## config.mk

```make
export PLATFORM = sky130hd
export DESIGN_NAME = block_ctrl_unit
export DESIGN_NICKNAME = d
export VERILOG_FILES = /design/src/rtl/block_ctrl_unit.sv
export SDC_FILE = /design/constraint.sdc
export NUM_CORES = 1
export LEC_CHECK = 0
export ABC_AREA = 1
export ABC_CLOCK_PERIOD_IN_PS = 3400
export CAP_MARGIN = 20
export CORE_ASPECT_RATIO = 0.7
export CORE_MARGIN = 3
export CORE_UTILIZATION = 45
export DETAILED_ROUTE_END_ITERATION = 12
export PLACE_DENSITY = 0.72
export SLEW_MARGIN = 25
export SYNTH_ARGS = -nofsm -noshare
export SYNTH_HDL_FRONTEND = slang
export SYNTH_SLANG_ARGS = --single-unit
```

## constraint.sdc

```tcl
create_clock -name clk -period 3.4 [get_ports clk]
set_input_delay 0.85 -clock clk [delete_from_list [all_inputs] [get_ports clk]]
set_output_delay 0.85 -clock clk [all_outputs]
set_load 0.05 [all_outputs]
```

## src/rtl/block_ctrl_unit.sv

```systemverilog
// ID-stage control unit: registered decode of data-processing, load/store and branch
// instructions, plus block-transfer sequencing with freeze and flush handling.
module block_ctrl_unit #(
   parameter int NREG  = 16,
   parameter int IDX_W = $clog2(NREG),
   parameter int OFF_W = IDX_W + 2
) (
   input  logic             clk,
   input  logic             rst_n,
   input  logic             in_valid,
   output logic             in_ready,
   input  logic [1:0]       mode,
   input  logic [3:0]       op_code,
   input  logic             s_in,
   input  logic [NREG-1:0]  reg_list,
   input  logic             freeze,
   input  logic             flush,
   output logic             valid_out,
   output logic [3:0]       exe_cmd,
   output logic             mem_read,
   output logic             mem_write,
   output logic             wb_en,
   output logic             s_out,
   output logic             b_out,
   output logic [IDX_W-1:0] reg_idx,
   output logic [OFF_W-1:0] mem_offset,
   output logic             last_beat
);

   typedef enum logic {IDLE = 1'b0, XFER = 1'b1} state_t;

   localparam logic [NREG-1:0] LIST_ONE = NREG'(1);
   localparam logic [IDX_W:0]  CNT_ONE  = (IDX_W + 1)'(1);

   state_t            st, st_nxt;
   logic [NREG-1:0]   pending, pending_nxt;
   logic [IDX_W:0]    beat_cnt, beat_cnt_nxt;
   logic              ld, ld_nxt;

   logic              valid_nxt, mr_nxt, mw_nxt, wb_nxt, s_nxt, b_nxt, last_nxt;
   logic [3:0]        exe_nxt;
   logic [IDX_W-1:0]  idx_nxt;
   logic [OFF_W-1:0]  off_nxt;

   logic [IDX_W-1:0]  list_idx, pend_idx;
   logic [NREG-1:0]   list_rest, pend_rest;

   // Descending scan so the final assignment wins with the lowest set bit.
   function automatic logic [IDX_W-1:0] lsb_idx(input logic [NREG-1:0] m);
      logic [IDX_W-1:0] r;
      r = '0;
      for (int unsigned i = NREG; i > 0; i--) begin
         if (m[i-1]) r = IDX_W'(i - 1);
      end
      return r;
   endfunction

   assign in_ready = !freeze && (pending == '0);

   assign list_idx  = lsb_idx(reg_list);
   assign list_rest = reg_list & (reg_list - LIST_ONE);
   assign pend_idx  = lsb_idx(pending);
   assign pend_rest = pending & (pending - LIST_ONE);

   always_comb begin
      pending_nxt  = pending;
      beat_cnt_nxt = beat_cnt;
      ld_nxt       = ld;
      valid_nxt    = valid_out;
      exe_nxt      = exe_cmd;
      mr_nxt       = mem_read;
      mw_nxt       = mem_write;
      wb_nxt       = wb_en;
      s_nxt        = s_out;
      b_nxt        = b_out;
      idx_nxt      = reg_idx;
      off_nxt      = mem_offset;
      last_nxt     = last_beat;

      // Flush or any unfrozen cycle starts from an all-zero output set.
      if (flush || !freeze) begin
         pending_nxt  = '0;
         beat_cnt_nxt = '0;
         valid_nxt    = 1'b0;
         exe_nxt      = '0;
         mr_nxt       = 1'b0;
         mw_nxt       = 1'b0;
         wb_nxt       = 1'b0;
         s_nxt        = 1'b0;
         b_nxt        = 1'b0;
         idx_nxt      = '0;
         off_nxt      = '0;
         last_nxt     = 1'b0;
      end

      if (!flush && !freeze) begin
         case (st)
            XFER: begin
               pending_nxt  = pend_rest;
               beat_cnt_nxt = beat_cnt + CNT_ONE;
               valid_nxt    = 1'b1;
               exe_nxt      = 4'b0010;
               mr_nxt       = ld;
               wb_nxt       = ld;
               mw_nxt       = !ld;
               idx_nxt      = pend_idx;
               off_nxt      = {beat_cnt_nxt[IDX_W-1:0], 2'b00};
               last_nxt     = (pend_rest == '0);
            end
            default: begin
               if (in_valid && in_ready) begin
                  valid_nxt = 1'b1;
                  last_nxt  = 1'b1;
                  case (mode)
                     2'b00: begin
                        case (op_code)
                           4'b1101: begin exe_nxt = 4'b0001; wb_nxt = 1'b1; s_nxt = s_in; end
                           4'b1111: begin exe_nxt = 4'b1001; wb_nxt = 1'b1; s_nxt = s_in; end
                           4'b0100: begin exe_nxt = 4'b0010; wb_nxt = 1'b1; s_nxt = s_in; end
                           4'b0101: begin exe_nxt = 4'b0011; wb_nxt = 1'b1; s_nxt = s_in; end
                           4'b0010: begin exe_nxt = 4'b0100; wb_nxt = 1'b1; s_nxt = s_in; end
                           4'b0110: begin exe_nxt = 4'b0101; wb_nxt = 1'b1; s_nxt = s_in; end
                           4'b0000: begin exe_nxt = 4'b0110; wb_nxt = 1'b1; s_nxt = s_in; end
                           4'b1100: begin exe_nxt = 4'b0111; wb_nxt = 1'b1; s_nxt = s_in; end
                           4'b0001: begin exe_nxt = 4'b1000; wb_nxt = 1'b1; s_nxt = s_in; end
                           4'b1010: begin exe_nxt = 4'b0100; s_nxt = 1'b1; end
                           4'b1000: begin exe_nxt = 4'b0110; s_nxt = 1'b1; end
                           default: ;
                        endcase
                     end
                     2'b01: begin
                        exe_nxt = 4'b0010;
                        mr_nxt  = s_in;
                        wb_nxt  = s_in;
                        mw_nxt  = !s_in;
                     end
                     2'b10: begin
                        exe_nxt = 4'b0000;
                        b_nxt   = 1'b1;
                        s_nxt   = s_in;
                     end
                     default: begin
                        exe_nxt = 4'b0010;
                        ld_nxt  = s_in;
                        // An empty list still yields one strobe-free beat.
                        if (reg_list != '0) begin
                           mr_nxt      = s_in;
                           wb_nxt      = s_in;
                           mw_nxt      = !s_in;
                           idx_nxt     = list_idx;
                           pending_nxt = list_rest;
                           last_nxt    = (list_rest == '0);
                        end
                     end
                  endcase
               end
            end
         endcase
      end

      st_nxt = (pending_nxt == '0) ? IDLE : XFER;
   end

   always_ff @(posedge clk or negedge rst_n) begin
      if (!rst_n) begin
         st         <= IDLE;
         pending    <= '0;
         beat_cnt   <= '0;
         ld         <= 1'b0;
         valid_out  <= 1'b0;
         exe_cmd    <= '0;
         mem_read   <= 1'b0;
         mem_write  <= 1'b0;
         wb_en      <= 1'b0;
         s_out      <= 1'b0;
         b_out      <= 1'b0;
         reg_idx    <= '0;
         mem_offset <= '0;
         last_beat  <= 1'b0;
      end else begin
         st         <= st_nxt;
         pending    <= pending_nxt;
         beat_cnt   <= beat_cnt_nxt;
         ld         <= ld_nxt;
         valid_out  <= valid_nxt;
         exe_cmd    <= exe_nxt;
         mem_read   <= mr_nxt;
         mem_write  <= mw_nxt;
         wb_en      <= wb_nxt;
         s_out      <= s_nxt;
         b_out      <= b_nxt;
         reg_idx    <= idx_nxt;
         mem_offset <= off_nxt;
         last_beat  <= last_nxt;
      end
   end

endmodule
```

==> results of run 1 <==
[critical path, cell delays in order]
cell and delay, ps:
clkdlybuf4s50_1 470, inv_2 140, nand3_2 120, inv_1 120, buf_12 140
[cell usage in the layout, fill, tap and decap left out, types with 2 or more instances in the layout]
| cell | instances |
|---|---|
| dfrtp_1 | 43 |
| o21ai_0 | 24 |
| o31ai_1 | 2 |
| buf_4 | 5 |
| nand2_2 | 2 |
| o21ai_1 | 9 |
| nor2_4 | 6 |
| nor3_1 | 7 |
| inv_1 | 61 |
| clkbuf_8 | 5 |
| o211ai_1 | 5 |
| a31oi_1 | 4 |
| o21bai_2 | 3 |
| a32oi_1 | 2 |
| o21bai_4 | 2 |
| nand3_2 | 2 |
| o31ai_2 | 2 |
| nand2_4 | 6 |
| nand2_1 | 117 |
| a21oi_1 | 3 |
| nor2_2 | 10 |
| o22ai_1 | 12 |
| nor2_1 | 43 |
| nand4_1 | 3 |
| nand3_1 | 19 |
| nor2_8 | 2 |
| inv_2 | 9 |
| clkdlybuf4s50_1 | 47 |
[power by group through the flow]
stage | Sequential [W] | Combinational (W) | Clock, W
floorplan | 0.000572 | 0.000119 | 0
global placement | 0.000552 | 0.000246 | 0
detailed placement | 0.000552 | 0.000246 | 0
CTS | 0.000542 | 0.000248 | 0.000415
global route | 0.000545 | 0.000273 | 0.000437
finish | 0.000542 | 0.000249 | 0.000407
[sequential cells by signal (all words and copies together), names as in the netlist, 4 cells and up]
register	flops
pending	16
mem_offset	6
beat_cnt	4
exe_cmd	4
reg_idx	4
[worst paths after layout]
kind | startpoint | to | slack [ps] | cells after the start
max in group asynchronous | rst_n | reg_idx[2] | 2470 | 1
worst min register to register | mem_offset[5] | mem_offset[5] | 490 | 2
worst max-delay path | freeze | in_ready | 710 | 5
worst max register to register | pending[0] | st | 1370 | 13
min in group asynchronous | rst_n | mem_offset[3] | 540 | 1
worst min-delay path | mem_offset[5] | mem_offset[5] | 490 | 2
[Yosys cell counts, drive strengths merged]
cell type	n
a22o	1
o21bai	5
inv	70
a21oi	3
nor2	61
nand3	22
o311ai	1
dfrtp	43
a31oi	4
clkbuf	3
nor3	8
nand2	125
clkinv	1
o211ai	5
xor2	1
o22ai	12
or2	1
nand4	4
ha	1
a32o	1
nand3b	1
a22oi	1
o21ai	34
o31ai	5
buf	2
o21a	1
a32oi	2
[cell type report]
cell class	instances	area (µm²)
sequential	43	1080
clock inverter	3	43.8
timing repair buffer	53	528
multi-input combinational	299	1620
inverter	71	267
tap	91	114
clock buffer	5	68.8
fill	574	2620
[per-layer routing]
layer  up-vias  track usage, %  share of wire [%]
li1       1457               -                  -
met1      1298            34.7                 51
met2       124            30.2                 39
met3         4            7.12                9.0
met4         0            5.89               0.64
met5         -               0                  0
[through the flow]
step                      cells  setup slack (ps)  cell area, µm²  utilization [%]  hold slack, ps
final                       565               715            3720             58.7             486
after global routing        565               587            3720             58.7             503
after CTS                   565               714            3720             58.7             491
after detailed placement    557               524            3600             56.9             467
after global placement      557               567            3600             56.9             462
after floorplan             418              1190            2990                -             478
[kinds of logic (layout without fill, tap and decap cells)]
logic type | Yosys count | in the layout | synth area share, %
compound gates | 75 | 75 | 17.4
xor+xnor | 1 | 1 | 0.293
fa+ha+maj | 1 | 1 | 0.419
buf+inv | 76 | 132 | 9.71
flops | 43 | 43 | 36.0
simple gates | 222 | 222 | 36.2
==> impl_metrics.py, run 1 <==
metrics = {
    "worst_setup_path": {
        "crit_type": "in2out",
        "cp-end-kind": "primary output",
        "worst_ep_required_time_ps": 2550,
        "cp-start-kind": "input port",
        "path_max_fanout": 3,
        "arrival_ps": 1840,
    },
    "cts": {
        "clock-sinks": 43,
        "htreeDepth": 2,
        "cts_tree": "yes",
        "path_clk_slew_ps": 90,
        "cts_buffers": 5,
        "cts_buffer_depth": 2,
        "cts.repair.resized": 0,
        "clkLatencyLatePin_ps": 300,
        "hold_buffers": 0,
        "cts_setup_buffers": 0,
        "cts-root-buf": "clkbuf_8",
    },
    "timing": {
        "fmax_mhz": 372,
        "rsz0062_at_grt": "no",
        "fin_skew_ps": 7.77,
        "tns_ps": 0,
        "setup_viol": 0,
        "post-route-min-period_ps": 2690,
        "slew_violations": 0,
        "fin_crit_sh_pct": 79.0,
        "max-slew-margin-rel_pct": 60.9,
        "tightest_slew_ps": 580,
        "hold_violations": 0,
    },
    "synth": {
        "ys_types": 43,
        "syn-instance-count": 418,
        "synth_area_um2": 2990,
        "synth_top_area_share_pct": 36.0,
        "yosysSeqAreaShare_pct": 36.0,
        "avgSynthCellArea_um2": 7.15,
        "synth_nets": 447,
        "ys_ff_latch": 43,
        "yosys-top-cells-area": "dfrtp_1, nand2_1, inv_1",
        "synth.largest_area_cell": "dfrtp_1",
        "yosys_warnings": 0,
    },
    "floorplanning": {
        "die_h_um": 74.2,
        "die_w_um": 103,
        "coreArea_um2": 6340,
        "die_area_um2": 7670,
        "start_util_pct": 47.2,
        "num_rows": 24,
        "ios": 50,
    },
    "cells_and_area": {
        "nets": 502,
        "antenna_cells": 0,
        "drive_above_1_share_pct": 13.3,
        "synthToLayoutAreaGrowth_pct": 24.4,
    },
    "routing": {
        "dr.pass1.iters": 4,
        "finalWirelength_um": 8100,
        "ant_nets": 0,
        "post_drt_via_cell_ratio": 5.10,
        "vias": 2883,
        "wire_per_inst_um": 14.3,
        "drc_errors": 0,
        "drt_iter0_markers": 206,
    },
    "power": {
        "peakVddDrop_mv": 0.249,
        "p_leak_nw": 1.88,
        "sw_frac_of_total_pct": 30.3,
        "p_int_w": 0.000835,
        "p_sw_w": 0.000363,
        "fin_total_pwr_w": 0.00120,
        "combPwrFrac_pct": 20.8,
        "p_seq_share_pct": 45.3,
        "p_clk_share_pct": 33.9,
        "power.density_nw_per_um2": 322,
    },
    "grt": {
        "grt_max_degree": 44,
        "grt_pass1_wl_um": 13200,
        "track_usage_pct": 22.6,
        "grt_overflow_total": 0,
        "grt_pass1_vias": 2657,
        "antenna_found_initial": 0,
    },
    "worst_hold_path": {
        "hold_path.class": "reg2reg",
    },
    "job": {
        "cap_violations": 0,
    },
    "placed_design": {
        "hpwlAfterDp_um": 6340,
        "globalplace.congestion": 0.912,
        "port_buffers": 49,
    },
    "status": {
        "outcome": "completed",
    },
}
Power figures use the tool's default switching activity.
==> run 2, diff against run 1 <==
ABC_CLOCK_PERIOD_IN_PS = 2800   (was 3400)
clock period = 2.8 ns   (was 3.4 ns; I/O delays follow)
==> run 2 against run 1 <==
Sequential power rose by 21%; clock skew increased by 2.2 ps; die area unchanged; global-route usage rose by 0.51 points; critical path depth rose by 8; combinational power grew 24%.
==> impl_metrics.py, run 2 (synthesis gave the netlist of run 1 again) <==
metrics = {
    "status": {
        "outcome": "completed",
    },
    "cells_and_area": {
        "most-common-layout-cells": "nand2_1, inv_1, clkdlybuf4s50_1",
        "synthToLayoutAreaGrowth_pct": 28.3,
        "reg_top3": "pending: 16 flops, mem_offset: 6 flops",
        "n_fill_cell": 583,
        "top_register": "pending",
        "largest_reg_flops": 16,
        "antenna_cells": 0,
        "nets": 513,
        "layout_commonest_cell": "nand2_1",
        "drive_above_1_share_pct": 15.1,
    },
    "routing": {
        "wire_per_inst_um": 14.4,
        "post_drt_via_cell_ratio": 5.15,
        "finalWirelength_um": 8280,
        "vias": 2967,
        "drc_errors": 0,
        "dr.pass1.iters": 5,
        "ant_nets": 0,
        "drt_iter0_markers": 210,
    },
    "floorplanning": {
        "coreArea_um2": 6340,
        "die_area_um2": 7670,
        "start_util_pct": 47.2,
        "num_rows": 24,
        "die_h_um": 74.2,
        "die_w_um": 103,
        "ios": 50,
    },
    "power": {
        "fin_total_pwr_w": 0.00155,
        "power.density_nw_per_um2": 405,
        "p_leak_nw": 1.94,
        "peakVddDrop_mv": 0.354,
    },
    "grt": {
        "grt_overflow_total": 0,
        "grt_pass1_wl_um": 13700,
        "grt_pass1_vias": 2748,
        "grt_max_degree": 44,
        "antenna_found_initial": 0,
        "track_usage_pct": 23.1,
    },
    "worst_setup_path": {
        "arrival_ps": 2610,
        "reg2reg_depth": 12,
        "path_max_fanout": 6,
        "worst_ep_required_time_ps": 2990,
        "r2r_slack_ps": 780,
        "cp-start-kind": "input port",
        "critPathLaunch": "reg_list[0]",
        "timing.rr.start": "pending[1]",
        "crit_type": "in2reg",
        "cp-end-kind": "flop",
        "r2r_end": "st",
    },
    "timing": {
        "post-route-min-period_ps": 2420,
        "tightest_slew_ps": 553,
        "fin_skew_ps": 9.97,
        "hold_violations": 0,
        "tns_ps": 0,
        "fin_crit_sh_pct": 86.4,
        "setup_viol": 0,
        "fmax_mhz": 413,
        "rsz0062_at_grt": "no",
        "max-slew-margin-rel_pct": 63.2,
        "slew_violations": 0,
    },
    "placed_design": {
        "port_buffers": 49,
        "hpwlAfterDp_um": 6610,
        "globalplace.congestion": 0.887,
    },
    "cts": {
        "clock-sinks": 43,
        "cts_setup_buffers": 0,
        "path_clk_slew_ps": 90,
        "cts-root-buf": "clkbuf_8",
        "cts.repair.resized": 0,
        "clkLatencyLatePin_ps": 300,
        "cts_tree": "yes",
        "cts_buffers": 5,
        "hold_buffers": 0,
        "htreeDepth": 2,
        "cts_buffer_depth": 2,
    },
    "job": {
        "cap_violations": 0,
    },
    "worst_hold_path": {
        "hold_path.class": "in2async",
    },
}
run 2: cell count changes in the layout (fill, tap and decap cells not counted):
cell | before | now
buf_4 | 5 | 15
bufinv_16 | 1 | 2
clkinv_2 | 1 | 0
clkbuf_1 | 0 | 1
clkinv_4 | 1 | 0
buf_12 | 1 | 2
run 2: report_power, final:
| part | total, W | switching [W] | internal, W |
|---|---|---|---|
| clock | 0.000585 | 0.000228 | 0.000357 |
| combinational | 0.000310 | 0.000194 | 0.000116 |
| sequential | 0.000657 | 0.0000192 | 0.000638 |
| total | 0.00155 | 0.000442 | 0.00111 |
run 2: final cells by class:
cell class	count	area [µm²]	area share, %
clock buffer	6	72.6	1.89
inverter	71	267	6.95
tap	91	114	2.97
sequential	43	1080	28.1
timing repair buffer	64	623	16.2
multi-input combinational	299	1620	42.3
clock inverter	2	60.1	1.57
run 2: worst max-delay path by stage:
stage / slack [ps] / cells past startpoint / end
3_3_place_gp: 180 / 13 / st
4_1_cts: 420 / 5 / in_ready
2_1_floorplan: 790 / 12 / st
3_5_place_dp: 110 / 13 / st
5_1_grt: 150 / 12 / last_beat
6_report: 380 / 13 / st
run 2: metal layers:
metal	wire length, µm	track usage, %	part of all wire [%]
met5	0	0	0
met2	3280	32.9	40
met3	618	4.59	7.5
met4	109	5.32	1.3
met1	4260	35.7	52
run 2: worst max-delay path, cell delays in order:
cell             delay, ps
clkdlybuf4s50_1        470
nor2_1                 230
nand2_2                130
nor2_4                 200
nand2_4                110
inv_2                   80
nor3_2                  60
nand3_1                100
o211ai_1               150
nor2_4                 140
nand2_4                 50
nor2_1                 120
nand2_1                 60
run 2: stage by stage:
step	hold WS (ps)	worst slack (ps)	util (%)	cells	instance area, µm²
CTS	489	416	60.5	576	3830
detailed placement	466	105	58.4	568	3700
floorplan	404	792	-	418	2990
global route	418	147	60.5	576	3830
global placement	464	178	58.4	568	3700
finish	383	380	60.5	576	3830
